===== src/rtl/axis_tlast_check_pkg.sv =====
// rtl/axis_tlast_check_pkg.sv - shared state encoding and counter/keep helpers for the TLAST checker
package axis_tlast_check_pkg;

  localparam logic [1:0] ST_IDLE = 2'd0;
  localparam logic [1:0] ST_RUN  = 2'd1;
  localparam logic [1:0] ST_DONE = 2'd2;

  // Increment that sticks at the all-ones value of a width-bit counter.
  function automatic logic [63:0] sat_inc(input logic [63:0] val, input int width);
    logic [63:0] max_val;
    max_val = {64{1'b1}} >> (64 - width);
    return (val == max_val) ? val : val + 64'd1;
  endfunction

  function automatic logic keep_all_ones(input logic [63:0] keep, input int width);
    for (int i = 0; i < 64; i++) begin
      if (i < width && !keep[i]) return 1'b0;
    end
    return 1'b1;
  endfunction

endpackage


===== src/rtl/axis_tlast_check_if.sv =====
// rtl/axis_tlast_check_if.sv - AXI4-Stream handshake bundle with master/slave views
interface axis_tlast_check_if #(
  parameter int TDATA_WIDTH = 8
);
  logic                       tvalid;
  logic                       tready;
  logic [TDATA_WIDTH-1:0]     tdata;
  logic [TDATA_WIDTH/8-1:0]   tkeep;
  logic                       tlast;

  modport master (output tvalid, tdata, tkeep, tlast, input tready);
  modport slave  (input tvalid, tdata, tkeep, tlast, output tready);
endinterface


===== src/rtl/axis_tlast_check.sv =====
// rtl/axis_tlast_check.sv - checks fixed-length framing, strips TLAST, counts packets and errors
module axis_tlast_check
  import axis_tlast_check_pkg::*;
#(
  parameter int TDATA_WIDTH = 8,
  parameter int PKT_LENGTH  = 1024*1024,
  parameter int CNT_WIDTH   = 32
) (
  input  logic                  aclk,
  input  logic                  resetn,
  input  logic                  arm,
  input  logic [CNT_WIDTH-1:0]  npkts,
  axis_tlast_check_if.slave     s_axis,
  axis_tlast_check_if.master    m_axis,
  output logic [CNT_WIDTH-1:0]  pkt_count,
  output logic [CNT_WIDTH-1:0]  err_count,
  output logic                  err_short,
  output logic                  err_long,
  output logic                  err_keep,
  output logic                  busy,
  output logic                  done
);

  localparam int BW = $clog2(PKT_LENGTH) + 1;
  localparam int KW = TDATA_WIDTH / 8;
  localparam logic [BW-1:0] LAST_IDX = BW'(PKT_LENGTH - 1);

  logic [1:0]    state;
  logic          arm_d;
  logic [BW-1:0] beat_cnt;

  logic arm_rise, go, beat, at_end, boundary, is_short, is_long, final_pkt, keep_bad;

  assign arm_rise = arm & ~arm_d;
  // The arm cycle never moves data, so a restart cannot split a beat across two runs.
  assign go       = (state == ST_RUN) & ~arm_rise;

  assign s_axis.tready = go & m_axis.tready;
  assign m_axis.tvalid = go & s_axis.tvalid;
  assign m_axis.tdata  = s_axis.tdata;
  assign m_axis.tkeep  = s_axis.tkeep;
  assign m_axis.tlast  = 1'b0;

  assign beat      = s_axis.tvalid & s_axis.tready;
  assign at_end    = (beat_cnt == LAST_IDX);
  assign boundary  = beat & (s_axis.tlast | at_end);
  assign is_short  = beat & s_axis.tlast & ~at_end;
  assign is_long   = beat & ~s_axis.tlast & at_end;
  assign final_pkt = boundary & (npkts != '0) & (pkt_count == npkts - CNT_WIDTH'(1));
  assign keep_bad  = beat & ~keep_all_ones(64'(s_axis.tkeep), KW);

  assign busy = (state == ST_RUN);
  assign done = (state == ST_DONE);

  always_ff @(posedge aclk or negedge resetn) begin
    if (!resetn) begin
      state     <= ST_IDLE;
      arm_d     <= 1'b0;
      beat_cnt  <= '0;
      pkt_count <= '0;
      err_count <= '0;
      err_short <= 1'b0;
      err_long  <= 1'b0;
      err_keep  <= 1'b0;
    end else begin
      arm_d <= arm;
      if (arm_rise) begin
        state     <= ST_RUN;
        beat_cnt  <= '0;
        pkt_count <= '0;
        err_count <= '0;
        err_short <= 1'b0;
        err_long  <= 1'b0;
        err_keep  <= 1'b0;
      end else if (state == ST_RUN) begin
        if (beat) beat_cnt <= boundary ? '0 : beat_cnt + BW'(1);
        if (boundary) pkt_count <= CNT_WIDTH'(sat_inc(64'(pkt_count), CNT_WIDTH));
        if (is_short | is_long) err_count <= CNT_WIDTH'(sat_inc(64'(err_count), CNT_WIDTH));
        if (is_short) err_short <= 1'b1;
        if (is_long)  err_long  <= 1'b1;
        if (keep_bad) err_keep  <= 1'b1;
        if (final_pkt) state <= ST_DONE;
      end
    end
  end

endmodule


===== src/flat_wrapper.sv =====
// flat-port wrapper written by rule: the top's interface ports become plain ports
module axis_tlast_check_flat import axis_tlast_check_pkg::*;
#(
  parameter int TDATA_WIDTH = 8,
  parameter int PKT_LENGTH  = 1024*1024,
  parameter int CNT_WIDTH   = 32
)
  (aclk, resetn, arm, npkts, pkt_count, err_count, err_short, err_long, err_keep, busy, done, s_axis_tvalid, s_axis_tdata, s_axis_tkeep, s_axis_tlast, s_axis_tready, m_axis_tvalid, m_axis_tdata, m_axis_tkeep, m_axis_tlast, m_axis_tready);
  axis_tlast_check_if #(.TDATA_WIDTH(TDATA_WIDTH)) s_axis_i ();
  axis_tlast_check_if #(.TDATA_WIDTH(TDATA_WIDTH)) m_axis_i ();
  input  logic aclk;
  input  logic resetn;
  input  logic arm;
  input  logic [CNT_WIDTH-1:0] npkts;
  output logic [CNT_WIDTH-1:0] pkt_count;
  output logic [CNT_WIDTH-1:0] err_count;
  output logic err_short;
  output logic err_long;
  output logic err_keep;
  output logic busy;
  output logic done;
  input wire logic [$bits(s_axis_i.tvalid)-1:0] s_axis_tvalid;
  input wire logic [$bits(s_axis_i.tdata)-1:0] s_axis_tdata;
  input wire logic [$bits(s_axis_i.tkeep)-1:0] s_axis_tkeep;
  input wire logic [$bits(s_axis_i.tlast)-1:0] s_axis_tlast;
  output wire logic [$bits(s_axis_i.tready)-1:0] s_axis_tready;
  output wire logic [$bits(m_axis_i.tvalid)-1:0] m_axis_tvalid;
  output wire logic [$bits(m_axis_i.tdata)-1:0] m_axis_tdata;
  output wire logic [$bits(m_axis_i.tkeep)-1:0] m_axis_tkeep;
  output wire logic [$bits(m_axis_i.tlast)-1:0] m_axis_tlast;
  input wire logic [$bits(m_axis_i.tready)-1:0] m_axis_tready;
  assign s_axis_i.tvalid = s_axis_tvalid;
  assign s_axis_i.tdata = s_axis_tdata;
  assign s_axis_i.tkeep = s_axis_tkeep;
  assign s_axis_i.tlast = s_axis_tlast;
  assign s_axis_tready = s_axis_i.tready;
  assign m_axis_tvalid = m_axis_i.tvalid;
  assign m_axis_tdata = m_axis_i.tdata;
  assign m_axis_tkeep = m_axis_i.tkeep;
  assign m_axis_tlast = m_axis_i.tlast;
  assign m_axis_i.tready = m_axis_tready;
  axis_tlast_check #(.TDATA_WIDTH(TDATA_WIDTH), .PKT_LENGTH(PKT_LENGTH), .CNT_WIDTH(CNT_WIDTH)) u_core (.aclk(aclk), .resetn(resetn), .arm(arm), .npkts(npkts), .s_axis(s_axis_i), .m_axis(m_axis_i), .pkt_count(pkt_count), .err_count(err_count), .err_short(err_short), .err_long(err_long), .err_keep(err_keep), .busy(busy), .done(done));
endmodule

===== config.mk =====
export PLATFORM = sky130hd
export DESIGN_NAME = axis_tlast_check_flat
export DESIGN_NICKNAME = d
export VERILOG_FILES = /design/src/rtl/axis_tlast_check_pkg.sv /design/src/rtl/axis_tlast_check_if.sv /design/src/rtl/axis_tlast_check.sv /design/src/flat_wrapper.sv
export SDC_FILE = /design/constraint.sdc
export NUM_CORES = 1
export LEC_CHECK = 0
export ABC_AREA = 1
export CAP_MARGIN = 25
export CELL_PAD_IN_SITES_DETAIL_PLACEMENT = 1
export CELL_PAD_IN_SITES_GLOBAL_PLACEMENT = 1
export CORE_ASPECT_RATIO = 1.1
export CORE_MARGIN = 1
export CORE_UTILIZATION = 38
export CTS_CLUSTER_SIZE = 20
export DETAILED_ROUTE_END_ITERATION = 16
export PLACE_DENSITY_LB_ADDON = 0.15
export SLEW_MARGIN = 20
export SYNTH_ARGS = -nofsm -noshare
export SYNTH_HDL_FRONTEND = slang
export SYNTH_SLANG_ARGS = --single-unit
export TNS_END_PERCENT = 1

===== constraint.sdc =====
create_clock -name aclk -period 2.55 [get_ports aclk]
set_clock_uncertainty 0.1 [all_clocks]
set_input_delay 0.255 -clock aclk [delete_from_list [all_inputs] [get_ports aclk]]
set_output_delay 0.255 -clock aclk [all_outputs]
set_load 0.01 [all_outputs]

# [After elaboration in Yosys (flattened, before gate mapping)]
# Index checks and enable logic that the tools add are counted.
[word_totals] ff_bits=91 latchBits=0 ram_bits=0 romBits=0 input_bits=47 word_cells=81 n_memories=0
[op_classes] add_sub_neg=4 n_mul=0 div_mod_pow=0 n_lt_le_gt_ge=0 n_eq_ne=8 n_shift=0 n_mux=25 bitwise=20 n_reduce_logical=16
[ops] op="$mux W32" n=8
[ops] op="$mux W21" n=4
[ops] op="$add A32 B1 Y32 const B" n=2
[ops] op="$eq A32 B32 Y1 const B" n=2
[ops] op="$eq A32 B32 Y1" n=1
[ops] op="$reduce_bool A32 Y1" n=1
[ops] op="$sub A32 B1 Y32 const B" n=1
[ops] op="$add A21 B1 Y21 const B" n=1
[ops] op="$eq A21 B20 Y1 const B" n=1
[ops] op="$reduce_bool A2 Y1" n=8
[ops] op="$and A1 B1 Y1" n=13
[ops] op="$mux W1" n=10
[ops] op="$reduce_and A2 Y1" n=5
[ops] op="$mux W2" n=3
[ops] op="$reduce_and A3 Y1" n=2
[ops] op="$not A1 Y1" n=5
[ops] op="$ne A2 B1 Y1 const B" n=2
[ops] op="$eq A2 B1 Y1 const B" n=1
[ops] op="$eq A2 B2 Y1 const B" n=1
[ops] op="$or A1 B1 Y1" n=2

# [Depth between registers and ports, before layout]
[logic_depth] word_depth=12 mapped_depth=16 mapped_depth_nobuf=15

# [Worst setup path before layout]
# Ideal clock, no wire load.
[synth_path] path_type="register to register" startpoint="register u_core.pkt_count[1]" endpoint="register u_core.pkt_count[13]" setup_time_ns=0.119 arrival_ns=1.756 required_time_ns=2.331 setup_slack_ns=0.575 stages_incl_launch_ff=15 synth_period_minus_slack_ns=1.975 path_cell_list="dfrtp_1 -> ha_1 -> nand2_1 -> nor2_2 -> nand2_2 -> nor2_4 -> inv_2 -> nor2_4 -> nand3_2 -> nand2_4 -> inv_4 -> buf_6 -> nand2_2 -> a21oi_2 -> o21a_1"
[synth_via] elab_chain_cells=5 elab_cells_between_ends=8 cone_classes="add/sub: 1; eq/ne: 2; mux: 4; reduce/logical: 1"
[synth_rtl] element="start: declaration" line="axis_tlast_check.sv:15" rtl="output logic [CNT_WIDTH-1:0] pkt_count,"
[synth_rtl] element="start signal: assignment" line="axis_tlast_check.sv:77" rtl="if (boundary) pkt_count <= CNT_WIDTH'(sat_inc(64'(pkt_count), CNT_WIDTH));"
[synth_rtl] element="$add A32 B1 Y32" line="axis_tlast_check_pkg.sv:12" rtl="return (val == max_val) ? val : val + 64'd1;"
[synth_rtl] element="$mux W32" line="axis_tlast_check_pkg.sv:12"
[synth_rtl] element="$mux W32" line="axis_tlast_check.sv:77"
[synth_rtl] element="$mux W32" line="axis_tlast_check.sv:75" rtl="end else if (state == ST_RUN) begin"
[synth_rtl] element="$mux W32" line="axis_tlast_check.sv:67" rtl="if (arm_rise) begin"
# Parallel ways exist; a longest one is shown, timed or not. The select of a mux whose other input is x is not followed.
# A chain may end at the register's enable or synchronous reset.

# [Worst setup path in the final report]
[layout_path] startpoint="register u_core.beat_cnt[1]" endpoint="register u_core.pkt_count[20]"
[layout_via] elab_chain_cells=5
[layout_rtl] element="start: declaration" line="axis_tlast_check.sv:30" rtl="logic [BW-1:0] beat_cnt;"
[layout_rtl] element="start signal: assignment" line="axis_tlast_check.sv:76" rtl="if (beat) beat_cnt <= boundary ? '0 : beat_cnt + BW'(1);"
[layout_rtl] element="$eq A21 B20 Y1" line="axis_tlast_check.sv:45" rtl="assign at_end = (beat_cnt == LAST_IDX);"
[layout_rtl] element="$or A1 B1 Y1" line="axis_tlast_check.sv:46" rtl="assign boundary = beat & (s_axis.tlast | at_end);"
[layout_rtl] element="$and A1 B1 Y1" line="axis_tlast_check.sv:46"
[layout_rtl] element="$reduce_bool A2 Y1 (no source line)"
[layout_rtl] element="$reduce_and A3 Y1 (no source line)"
# No other way between the ends.

==> flow_summary_export.csv <==
group,metric,value,unit
placement,dp_hpwl,18.9,mm
critical_path,reg2reg_depth,14,
critical_path,cp-end-kind,"flop",
cells_and_area,stdcell_area,8910,sq um
sta,finalHoldViolCount,0,
sta,fin_crit_sh,91.7,%
clock_network,cts_htree_levels,3,
sta,fmax,428,MHz
critical_path,path_class,"reg2reg",
logic_synthesis,yosysTopAreaCellShare,32.2,%
floorplan,io_pins,128,
sta,setup-violations-final,0,
logic_synthesis,synth_edf_count,0,
logic_synthesis,synth_flop_cell,"dfrtp_1",
grt,antenna_found_initial,0,
placement,dpl_cell_area,8600,sq um
pwr,p_leak,3.66,nW
critical_path,r2r-end,"u_core.pkt_count[20]$_DFFE_PN0P_",
clock_network,clk_latency,350,ps
pwr,p_per_area,476,nW/um^2
cells_and_area,mostFrequentLayoutCell,"nand2_1",
logic_synthesis,synth_area_leaders,"dfrtp_1 32%, nand2_1 13%, nor2_1 8.5%",
logic_synthesis,synthCells,1021,
placement,port_buffers,110,
sta,holdWs,283,ps
cells_and_area,final_util,48.5,%
route,drc,0,
sta,slew_violations,0,
clock_network,cts_inserted_buffers,9,
hold_path,holdCritPathClass,"in2reg",
grt,grt-ovfl-total,0,
cells_and_area,fin_nets,1204,
critical_path,rr_startpoint,"u_core.beat_cnt[1]$_DFFE_PN0P_",
floorplan,die_height,145,microns
grt,grt_max_degree,48,
floorplan,row_count,52,
cells_and_area,antenna_cells,0,
cells_and_area,layout_common_cells,"253 x nand2_1, 158 x nor2_1, 109 x clkdlybuf4s50_1",
logic_synthesis,yosysSeqAreaShare,32.2,%
hold_path,hold_start,"arm",
cells_and_area,fillCellCount,2396,
route,drt_first_pass_iters,7,
logic_synthesis,synthArstFlopShare,100,%
sta,max_slew_margin,62.9,%
placement,routabilityCongestion,0.900,
sta,worstMarginPinSlew,557,ps
placement,place_inst,1382,
run_status,outcome,"finished clean",
floorplan,initial_core_util,38.6,%
cells_and_area,final-seq-area,2280,sq um
cells_and_area,multi_input_area,4200,sq um
sta,rsz0062_at_grt,"no",
grt,grt_pass1_wl,38.0,mm
route,routed_wirelength,23.6,mm
cells_and_area,syn_to_final_growth,25.8,%
logic_synthesis,ys_types,46,
logic_synthesis,yosys_warnings,0,
clock_network,cts_tree,"yes",
route,vias,7264,
grt,track_usage,25.2,%
grt,grt_pass1_vias,7265,
route,vias_per_cell,5.19,
route,ant_nets,0,
clock_network,clockRootBuffer,"clkbuf_16",
logic_synthesis,synth_area_leader_cell,"dfrtp_1",
pwr,ir_drop,0.361,mV
floorplan,fp.coreArea,18300,sq um
flow_run,maxCapViolations,0,
route,drt_iter0_markers,349,
logic_synthesis,avgSynthCellArea,6.93,sq um
logic_synthesis,synth_seq_cells,91,
critical_path,crit_fanout,15,
cells_and_area,drive_above_1_share,9.77,%
critical_path,critPathRequiredTime,2680,ps
sta,fin_crit,2340,ps
critical_path,start_kind,"flop",
hold_path,hold_depth,1,
cells_and_area,final_cells,1400,
logic_synthesis,synthesis.nets,1073,
floorplan,die-area,19200,sq um
critical_path,reg2reg_slack,210,ps
floorplan,die_width,132,microns
clock_network,clkSinkCount,91,
clock_network,cts_max_path_buffers,2,
critical_path,crit_arrival,2470,ps
logic_synthesis,synth_area,7080,sq um
hold_path,hold_path_end,"u_core.arm_d$_DFF_PN0_",
route,wl_per_cell,16.9,microns
clock_network,clk_pin_slew,70,ps
[critical path, cell delays in order (launching register included)]
cell and delay [ps]:
dfrtp_1 370, ha_1 180, nand2_1 100, nor2_2 140, nand2_1 80, inv_2 80, nand4_4 110, nand2_1 110
nand2_2 90, nand2_4 100, nand2_4 150, inv_4 180, nand2_1 130, nor3b_1 210, nor2_1 80
[where the power goes]
| part | leakage (nW) | internal, mW | switching [mW] | total [mW] |
|---|---|---|---|---|
| Sequential | 1.24 | 1.57 | 0.209 | 1.78 |
| Clock | 0.137 | 0.668 | 0.613 | 1.28 |
| Combinational | 2.29 | 0.558 | 0.621 | 1.18 |
| Total | 3.66 | 2.80 | 1.44 | 4.24 |
[routing by layer]
| metal | vias to the layer above | global-route usage (%) | wire, microns |
|---|---|---|---|
| met2 | 113 | 41.4 | 11000 |
| met3 | 15 | 2.87 | 803 |
| met1 | 3557 | 35.3 | 11700 |
| met4 | 0 | 5.58 | 217 |
| li1 | 3579 | - | - |
| met5 | - | 0 | 0 |
[through the flow]
| stage | power, mW | setup TNS, ps | worst slack, ps |
|---|---|---|---|
| after CTS | 4.27 | 0 | 143 |
| final | 4.24 | 0 | 211 |
| after global placement | 2.95 | -20.3 | -20.3 |
| after detailed placement | 2.98 | -63.4 | -46.4 |
| after global routing | 4.45 | 0 | 12.8 |
| after floorplan | 2.38 | 0 | 575 |
[how the worst max path moves through the flow]
stage                     cells past startpoint                               end                            start  slack, ps
after floorplan                              14  u_core.pkt_count[13]$_DFFE_PN0P_  u_core.pkt_count[1]$_DFFE_PN0P_        570
after global placement                       13       u_core.state[1]$_DFFE_PN0P_                         npkts[0]        -20
after detailed placement                     13       u_core.state[1]$_DFFE_PN0P_                         npkts[0]        -50
after CTS                                    15   u_core.beat_cnt[19]$_DFFE_PN0P_   u_core.beat_cnt[1]$_DFFE_PN0P_        140
after global routing                         15   u_core.beat_cnt[19]$_DFFE_PN0P_   u_core.beat_cnt[1]$_DFFE_PN0P_         10
final                                        14  u_core.pkt_count[20]$_DFFE_PN0P_   u_core.beat_cnt[1]$_DFFE_PN0P_        210
[synth_stat cells (6+ instances only)]
cell / n
o31ai_1: 39
nand2_1: 253
nand4_1: 36
nor2_2: 11
xor2_1: 56
nand2_2: 12
dfrtp_1: 91
buf_4: 13
nand3_1: 38
nor2_1: 160
inv_2: 7
nor4_1: 10
a21oi_1: 24
nor2_4: 6
clkbuf_1: 6
nor3_1: 33
o21ai_0: 29
inv_1: 97
xnor2_1: 28
o21ai_1: 8
[flip-flops by register name, indices dropped and copies added, names as in the netlist]
register and flops:
u_core.arm_d 1, u_core.beat_cnt 21, u_core.err_count 32, u_core.err_keep 1
u_core.err_long 1, u_core.err_short 1, u_core.pkt_count 32, u_core.state 2
[repair_timing]
item / 4_1_cts / 5_1_grt
setup buffers: 0 / 1
hold buffers: 1 / 0
hold endpoints to repair: 35 / 0
gates resized for setup: 0 / 3
endpoints found under the setup margin: 0 / 5
[cell families after synthesis]
family / after synthesis / synth area share, %
AO/OA/AOI/OAI: 115 / 10.0
XOR/XNOR: 84 / 10.4
adder cells (fa/ha/maj): 5 / 0.884
buffers and inverters: 137 / 8.62
flip-flops: 91 / 32.2
other: 1 / 0.0530
AND/OR/NAND/NOR: 588 / 37.9
[final cells by class]
type	count	area share, %
Timing Repair Buffer	152	16.2
Clock buffer	9	2.53
Tap cell	243	3.41
Inverter	105	4.50
Sequential cell	91	25.6
Clock inverter	7	0.576
Multi-Input combinational cell	793	47.2
No activity file was read; power rests on OpenSTA's default activity.
